File: src/rtl/pot_pkg.sv
// pot_pkg: shared constants and types for the POKEY potentiometer scan.
//   POT_MAX_DEF    - default terminal count of a scan
//   POT_CENTRE_DEF - default target for a channel without a valid analog input
//   POT_SCALE      - multiplier that maps the 0..255 offset axis onto 0..224
package pot_pkg;

  localparam int POT_MAX_DEF    = 228;
  localparam int POT_CENTRE_DEF = 114;
  localparam int POT_SCALE      = 225;

  typedef enum logic {
    IDLE = 1'b0,
    SCAN = 1'b1
  } pot_state_t;

  typedef logic [7:0] pot_val_t;

endpackage : pot_pkg

File: src/rtl/pot_map.sv
// pot_map: combinational conversion of one signed analog axis into a POKEY
// pot target count.
//   axis   in  8  signed axis value, -128..127
//   ena    in  1  analog valid; low forces POT_CENTRE
//   target out 8  pot count the scan should stop at (1..225, or POT_CENTRE)
module pot_map
  import pot_pkg::*;
#(
  parameter int POT_CENTRE = POT_CENTRE_DEF
) (
  input  logic [7:0] axis,
  input  logic       ena,
  output pot_val_t   target
);

  logic [7:0]  offset;
  logic [15:0] product;

  always_comb begin
    // Adding 128 to a two's-complement byte is the same as flipping its MSB.
    offset  = axis ^ 8'h80;
    product = {8'd0, offset} * 16'(POT_SCALE);
    if (ena) begin
      target = 8'(product >> 8) + 8'd1;
    end else begin
      target = pot_val_t'(POT_CENTRE);
    end
  end

endmodule : pot_map

File: src/rtl/pot_scan.sv
// pot_scan: POKEY potentiometer scan emulation for four analog channels.
//   clk        in   1  system clock
//   rst_n      in   1  asynchronous active-low reset
//   line_tick  in   1  one-cycle strobe per scanline (slow-scan count enable)
//   fast_scan  in   1  fast-pot mode: counter advances every clock
//   potgo      in   1  one-cycle strobe that starts or restarts a scan
//   axis0..3   in   8  signed axis values (JOY1X, JOY1Y, JOY2X, JOY2Y)
//   axis_ena   in   4  per-channel analog valid
//   pot0..3    out  8  pot readback values
//   allpot     out  4  bit n set while channel n is still counting
//   busy       out  1  scan in progress
module pot_scan
  import pot_pkg::*;
#(
  parameter int POT_MAX    = POT_MAX_DEF,
  parameter int POT_CENTRE = POT_CENTRE_DEF
) (
  input  logic       clk,
  input  logic       rst_n,
  input  logic       line_tick,
  input  logic       fast_scan,
  input  logic       potgo,
  input  logic [7:0] axis0,
  input  logic [7:0] axis1,
  input  logic [7:0] axis2,
  input  logic [7:0] axis3,
  input  logic [3:0] axis_ena,
  output pot_val_t   pot0,
  output pot_val_t   pot1,
  output pot_val_t   pot2,
  output pot_val_t   pot3,
  output logic [3:0] allpot,
  output logic       busy
);

  localparam pot_val_t POT_MAX_V = pot_val_t'(POT_MAX);

  pot_state_t state_q, state_d;
  pot_val_t   cnt_q, cnt_d;
  pot_val_t   tgt_q [4];
  pot_val_t   tgt_d [4];
  pot_val_t   pot_q [4];
  pot_val_t   pot_d [4];
  logic [3:0] allpot_q, allpot_d;

  logic [7:0] axis_in [4];
  pot_val_t   tgt_new [4];
  pot_val_t   cnt_next;
  logic       cnt_en;

  assign axis_in[0] = axis0;
  assign axis_in[1] = axis1;
  assign axis_in[2] = axis2;
  assign axis_in[3] = axis3;

  genvar gi;
  generate
    for (gi = 0; gi < 4; gi++) begin : g_map
      pot_map #(
        .POT_CENTRE(POT_CENTRE)
      ) u_map (
        .axis  (axis_in[gi]),
        .ena   (axis_ena[gi]),
        .target(tgt_new[gi])
      );
    end
  endgenerate

  always_comb begin
    state_d  = state_q;
    cnt_d    = cnt_q;
    tgt_d    = tgt_q;
    pot_d    = pot_q;
    allpot_d = allpot_q;
    cnt_next = cnt_q + 8'd1;
    cnt_en   = fast_scan | line_tick;

    if (potgo) begin
      // A start strobe always wins over a same-cycle count enable, and
      // discards any partial results of a scan already in progress.
      state_d  = SCAN;
      cnt_d    = '0;
      tgt_d    = tgt_new;
      pot_d    = '{default: '0};
      allpot_d = 4'hF;
    end else if (state_q == SCAN && cnt_en) begin
      cnt_d = cnt_next;
      for (int n = 0; n < 4; n++) begin
        if (allpot_q[n]) begin
          // Running channels show the live count; the value at the moment
          // the target (or terminal count) is reached is what stays latched.
          pot_d[n] = cnt_next;
          if (cnt_next >= tgt_q[n] || cnt_next == POT_MAX_V) begin
            allpot_d[n] = 1'b0;
          end
        end
      end
      if (allpot_d == 4'h0 || cnt_next == POT_MAX_V) begin
        state_d = IDLE;
      end
    end
  end

  always_ff @(posedge clk or negedge rst_n) begin
    if (!rst_n) begin
      state_q  <= IDLE;
      cnt_q    <= '0;
      tgt_q    <= '{default: '0};
      pot_q    <= '{default: '0};
      allpot_q <= 4'h0;
    end else begin
      state_q  <= state_d;
      cnt_q    <= cnt_d;
      tgt_q    <= tgt_d;
      pot_q    <= pot_d;
      allpot_q <= allpot_d;
    end
  end

  assign pot0   = pot_q[0];
  assign pot1   = pot_q[1];
  assign pot2   = pot_q[2];
  assign pot3   = pot_q[3];
  assign allpot = allpot_q;
  assign busy   = (state_q == SCAN);

endmodule : pot_scan

File: config.mk
export PLATFORM = sky130hd
export DESIGN_NAME = pot_scan
export DESIGN_NICKNAME = d
export VERILOG_FILES = /design/src/rtl/pot_pkg.sv /design/src/rtl/pot_map.sv /design/src/rtl/pot_scan.sv
export SDC_FILE = /design/constraint.sdc
export NUM_CORES = 1
export LEC_CHECK = 0
export ABC_AREA = 1
export BUFFER_PORTS_ARGS = -buffer_cell sky130_fd_sc_hd__buf_4
export CAP_MARGIN = 5
export CORE_MARGIN = 5
export CORE_UTILIZATION = 36
export CTS_CLUSTER_DIAMETER = 50
export DETAILED_ROUTE_END_ITERATION = 10
export HOLD_SLACK_MARGIN = 0.05
export PLACE_DENSITY = 0.52
export SLEW_MARGIN = 20
export SYNTH_ARGS = -nofsm -noshare
export SYNTH_HDL_FRONTEND = slang
export SYNTH_SLANG_ARGS = --single-unit
File: constraint.sdc
create_clock -name clk -period 5.01 [get_ports clk]
set_input_delay 0.2505 -clock clk [delete_from_list [all_inputs] [get_ports clk]]
set_output_delay 0.2505 -clock clk [all_outputs]
set_load 0.01 [all_outputs]
* Word-level counts from Yosys, hierarchy flattened
Cells that the tools add are included.
** Operators by class
- Add/sub/neg operators :: 5
- Multiply operators :: 4
- Divide/modulo/power cells :: 0
- $lt $le $gt $ge :: 4
- Equal/unequal tests :: 1
- Shift operators :: 0
- Multiplexer cells :: 33
- Bitwise operators :: 5
- Reductions and logical operators :: 18
** Operator list (count)
- $mux 8 :: 10
- $mul 8x8->16 const B :: 4
- $mux 32 :: 2
- $add 8x1->8 const B :: 5
- $ge 8x8->1 :: 4
- $mux 1 :: 19
- $reduce_bool 2->1 :: 6
- $reduce_and 2->1 :: 5
- $eq 8x8->1 const B :: 1
- $mux 4 :: 2
- $logic_or 1x1->1 :: 5
- $logic_not 4->1 :: 1
- $not 1->1 :: 4
- $logic_and 1x1->1 :: 1
- $or 1x1->1 :: 1
** Storage, ports and cells
- Bits in registers :: 77
- Latch bits :: 0
- Bits in writable memories :: 0
- ROM bits :: 0
- Bits of input ports :: 41
- Output and inout port bits :: 37
- Logic and storage cells :: 81
- Memories :: 0

* Logic depth before layout (Yosys ltp)
- Depth after elaboration :: 12
- Gate-level depth with buffers :: 20
- Mapped depth without buffers :: 20

* Modules after synthesis
From an unflattened synthesis, not the netlist that was laid out.
** Unflattened totals
- Cell total of the unflattened synthesis :: 1083
- Area total of the unflattened synthesis :: 8750.9 µm²
** By module, submodules not included
- pot_scan :: times used 1, cells an instance 439, area each 3822.4 µm², sequential area each 1926.8 µm²
- pot_map (g_map[0].u_map ...) :: times used 3, cells an instance 163, area each 1256.2 µm², sequential area each 0.0 µm²
- pot_map (g_map[2].u_map) :: times used 1, cells an instance 155, area each 1159.9 µm², sequential area each 0.0 µm²

* Least setup slack after synthesis
Ideal clock, no wire load.
- Path kind :: input -> register
- From :: in axis1[1]
- To :: reg tgt_q[22] in the netlist's numbering
- Setup time :: 0.113 ns
- Data arrival time :: 3.094 ns
- Required time :: 4.897 ns
- Setup slack :: 1.803 ns
- Stages on the path :: 17
- Path buffers :: 0
- Path through :: inv_1 -> fa_1 -> inv_1 -> ha_1 -> ha_1 -> ha_1 -> fa_1 -> xnor2_1 -> inv_1 -> ha_1 -> nand3_1 -> nor2_1 -> nand3_1 -> nand2_1 -> nand3_1 -> nand2_1 -> inv_1
** Between the ends
- Longest elaborated chain between the ends :: 3
** Ends and longest elaborated chain
- start, declared :: RTL line pot_scan.sv:24 : input logic [7:0] axis1,
- $mul 8x8->16 :: RTL line pot_map.sv:22 : product = {8'd0, offset} * 16'(POT_SCALE);
- $add 8x1->8 :: RTL line pot_map.sv:24 : target = 8'(product >> 8) + 8'd1;
- $mux 8 :: RTL line pot_map.sv:23 : if (ena) begin
- end signal, assigned :: RTL line pot_scan.sv:114 : tgt_q <= tgt_d;
- end, declared :: RTL line pot_scan.sv:40 : pot_val_t tgt_q [4];
No other way between the ends.
A chain may end at the register's enable or synchronous reset.

* Worst setup path after layout
Ends and elaborated chain as after synthesis.

==> summary.md <==
| Metric | Value |
|---|---|
| Cell variety after synth | `34` |
| Multiplexer share of the synthesized area | `0%` |
| Final ANT Viol Nets | `0` |
| Crit-path max FO | `3` |
| Sequential element share of the synthesized area | `22.98%` |
| Cell count after synthesis | `about 1100` |
| # diodes | `0` |
| M3 GR Usage | `2.354%` |
| Slowest cell on the critical path | `fa_1` |
| Peak Freq | `around 320 MHz` |
| Final hold vios | `0` |
| Core footprint | `22780 sq um` |
| Vias in the first global route | `~6600` |
| Reg clk slew, reported paths | `0.06 ns` |
| Leading area contributor after synthesis | `ha_1` |
| Clock Latency Late Sink | `0.35 ns` |
| Clock Sinks | `77` |
| Core Rows | `55` |
| M2 GR Usage | `22.26%` |
| Fin. max-slew vios | `0` |
| Leakage power | `5.436 nW` |
| Footprint of the multi-input gates | `roughly 5700 sq um` |
| Ports | `between 70 and 80` |
| Synth Area in XOR/XNOR | `1.567%` |
| Worst Tran Pin Value | `0.9548 ns` |
| Final wirelength | `17070 microns` |
| Instance area at placement | `9306 sq um` |
| Register Area | `between 1500 and 2000 sq um` |
| CTS Buffer Depth | `2` |
| First-pass GRT wire length | `30300 microns` |
| Largest family of logic cells by synthesized area | `adder cells` |
| Post-DP HPWL | `13710 microns` |
| Power Dens Cells | `around 340 nW/um^2` |
| CTS tree | `yes` |
| Area share of fa/ha/maj cells after synthesis | `33.45%` |
| CP delay by family, top | `adder cells` |
| Post-synthesis simple-gate area fraction | `a little under a quarter` |
| Largest net degree at the start of global routing | `just under 80` |
| Share of layout cells above drive strength 1 | `around an eighth` |
| Cells after DPL | `between 1000 and 1500` |
| WS Path Type | `in2reg` |
| Yosys top cell area share | `25.81%` |
| Synthesis warning total | `0` |
| Wire per inst | `11.66 microns` |
| DRT iter0 DRCs | `219` |
| Most frequent cells in the layout | `nand2_1 (229), inv_1 (185), ha_1 (173)` |
| Critical Path Max Stage Delay | `0.53 ns` |
| Slew headroom | `36.28%` |
| Outcome | `finished, final reports clean` |
| Via count of the routed design | `~7000` |
| Netlist Area Pre-Place | `roughly 8400 sq um` |
| GRT Max-Usage Layer | `met2` |
| Total gr overflow | `0` |
| Worst hold path class | `in2reg` |
| CTS root buf | `clkbuf_16` |
| Final Critical Period | `3.109 ns` |
| Placer congestion estimate | `between 0.7 and 0.8` |
| Syn_area_per_cell | `~8 sq um` |
| Die area | `26450 sq um` |
| Worst Hold Slack | `0.2037 ns` |
| Setup bufs post-CTS | `0` |
| H-tree depth | `3` |
| Initial Util | `a little under two fifths` |
| Crit path buf inv count | `5` |
| Syn_nets | `around 1300` |
| Chip height | `roughly 160 microns` |
| M1 GR Usage | `18.88%` |
| CP arrival | `3.36 ns` |
| CTS Buf Count | `9` |
| Vias per cell | `4.669` |
| Largest cells by area after synthesis | `ha_1 (26%), dfrtp_1 (23%), nand2_1 (10%), inv_1 (8.3%), fa_1 (7.6%)` |
| Setup-failing EPs final | `0` |
| Detailed Routing Iterations Pass 1 | `5` |
| Nature of the critical path startpoint | `input port` |
| Post-route cell area | `9669 sq um` |
| IO buf count | `77` |
| Synthesized flop and latch total | `77` |
| Fill cells | `2373` |
| Max cap viols | `0` |
| CP Capture Type | `register` |
| Worst EP required | `5.26 ns` |
| Maximum VDD drop | `0.0001745 V` |
| Area Growth Syn to Fin | `15.31%` |
| Final Net Count | `1392` |
| Complex-gate fraction of the synthesized area | `9.296%` |
| Clock skew | `~0.0043 ns` |
| Initial antenna violation count | `0` |
| Drc violations | `0` |
| Die width | `162.6 microns` |
| Pre-CTS WS | `1.499 ns` |
| Finished Layout Cells | `between 1000 and 1500` |
| RSZ-0062 raised after global routing | `no` |
| Post-route setup TNS | `0 ns` |
| Total global-route track usage | `13.70%` |
| Commonest non-fill, non-tap cell in the layout | `nand2_1` |
| Critical-path cell list | `buf_4 -> inv_1 -> fa_1 -> inv_1 -> ha_1 -> ha_1 -> ha_1 -> fa_1 -> xnor2_1 -> inv_1 -> ha_1 -> nand3_1 -> nor2_1 -> nand3_1 -> nand2_1 -> nand3_1 -> nand2_1 -> inv_1` |
| Final Cycle Share | `62.06%` |
| PnR worst setup slack | `1.901 ns` |
-- per-layer routing --
layer,wire length [microns],share of wire (%)
met4,243,1.4
met2,7640,45
met1,8513,50
met3,676,4.0
met5,0,0
-- tightest hold or removal path: stages --
cell and delay, ns:
buf_4 0.11, nand2_1 0.08, o21ai_0 0.08
-- where the power goes --
part	internal, mW	total [mW]	switching (mW)
Clock	0.499	0.766	0.267
Combinational	0.675	1.74	1.07
Sequential	0.727	0.770	0.0436
Total	1.90	3.28	1.38
-- layout make-up --
class | instances | share of cell area, %
flip-flops and latches | 77 | 19.93
multi-input cells | 788 | 58.83
clock inverters | 6 | 1.139
repair buffers | 78 | 6.121
well taps | 313 | 4.050
inverters | 192 | 7.466
clock buffers | 10 | 2.472
-- repair_timing --
action | 4_1_cts | 5_1_grt
hold buffers | 0 | 1
resized for setup | 0 | 0
endpoints found under the hold margin | 0 | 77
-- final timing paths --
kind,from,to,slack [ns],depth (start not counted)
min in group asynchronous,rst_n,pot3[5],0.51,2
hold / removal,axis_ena[1],tgt_q[16],0.20,3
max in group asynchronous,rst_n,pot0[5],4.02,2
hold reg to reg,tgt_q[23],tgt_q[23],0.48,2
setup / recovery,axis1[1],tgt_q[22],1.90,18
setup reg to reg,cnt_q[0],busy,2.36,14
-- through the flow --
stage                     power, mW  utilization [%]
final                         3.281            42.45
after global routing          3.656            42.45
after CTS                     3.331            42.39
after detailed placement      2.541            40.86
after global placement        2.528            40.86
after floorplan               2.163                -
-- cell families after synthesis --
kind of cell             after synthesis
flip-flops                            77
AO/OA/AOI/OAI                        146
buffers and inverters                204
XOR/XNOR                              15
AND/OR/NAND/NOR                      422
adder cells (fa/ha/maj)              205
-- synthesized netlist by cell type --
| library cell | n |
|---|---|
| nor3_1 | 3 |
| nand2_4 | 3 |
| ha_1 | 173 |
| nor4_1 | 1 |
| nor2_2 | 7 |
| or2_4 | 1 |
| clkbuf_1 | 9 |
| or2_1 | 3 |
| nor2_4 | 6 |
| inv_1 | 185 |
| xor2_1 | 5 |
| nand3b_1 | 8 |
| o21ai_0 | 78 |
| o21bai_1 | 2 |
| xnor2_1 | 10 |
| a21oi_2 | 3 |
| clkinv_2 | 1 |
| dfrtp_1 | 77 |
| o21ai_1 | 7 |
| nand2_1 | 229 |
| clkinv_1 | 2 |
| nand3_1 | 59 |
| a21oi_1 | 40 |
| inv_2 | 4 |
| nand4_1 | 19 |
| o21a_1 | 10 |
| nand4_2 | 2 |
| nand2_2 | 20 |
| o22ai_1 | 6 |
| nand3_2 | 6 |
| nor2_1 | 53 |
| fa_1 | 32 |
| nand3_4 | 2 |
| buf_2 | 3 |
-- sequential cells by signal (all words and copies together), names as in the netlist --
signal and count:
allpot 4, busy 1, cnt_q 8, pot0 8
pot1 8, pot2 8, pot3 8, tgt_q 32
No activity file was read; power rests on OpenSTA's default activity.
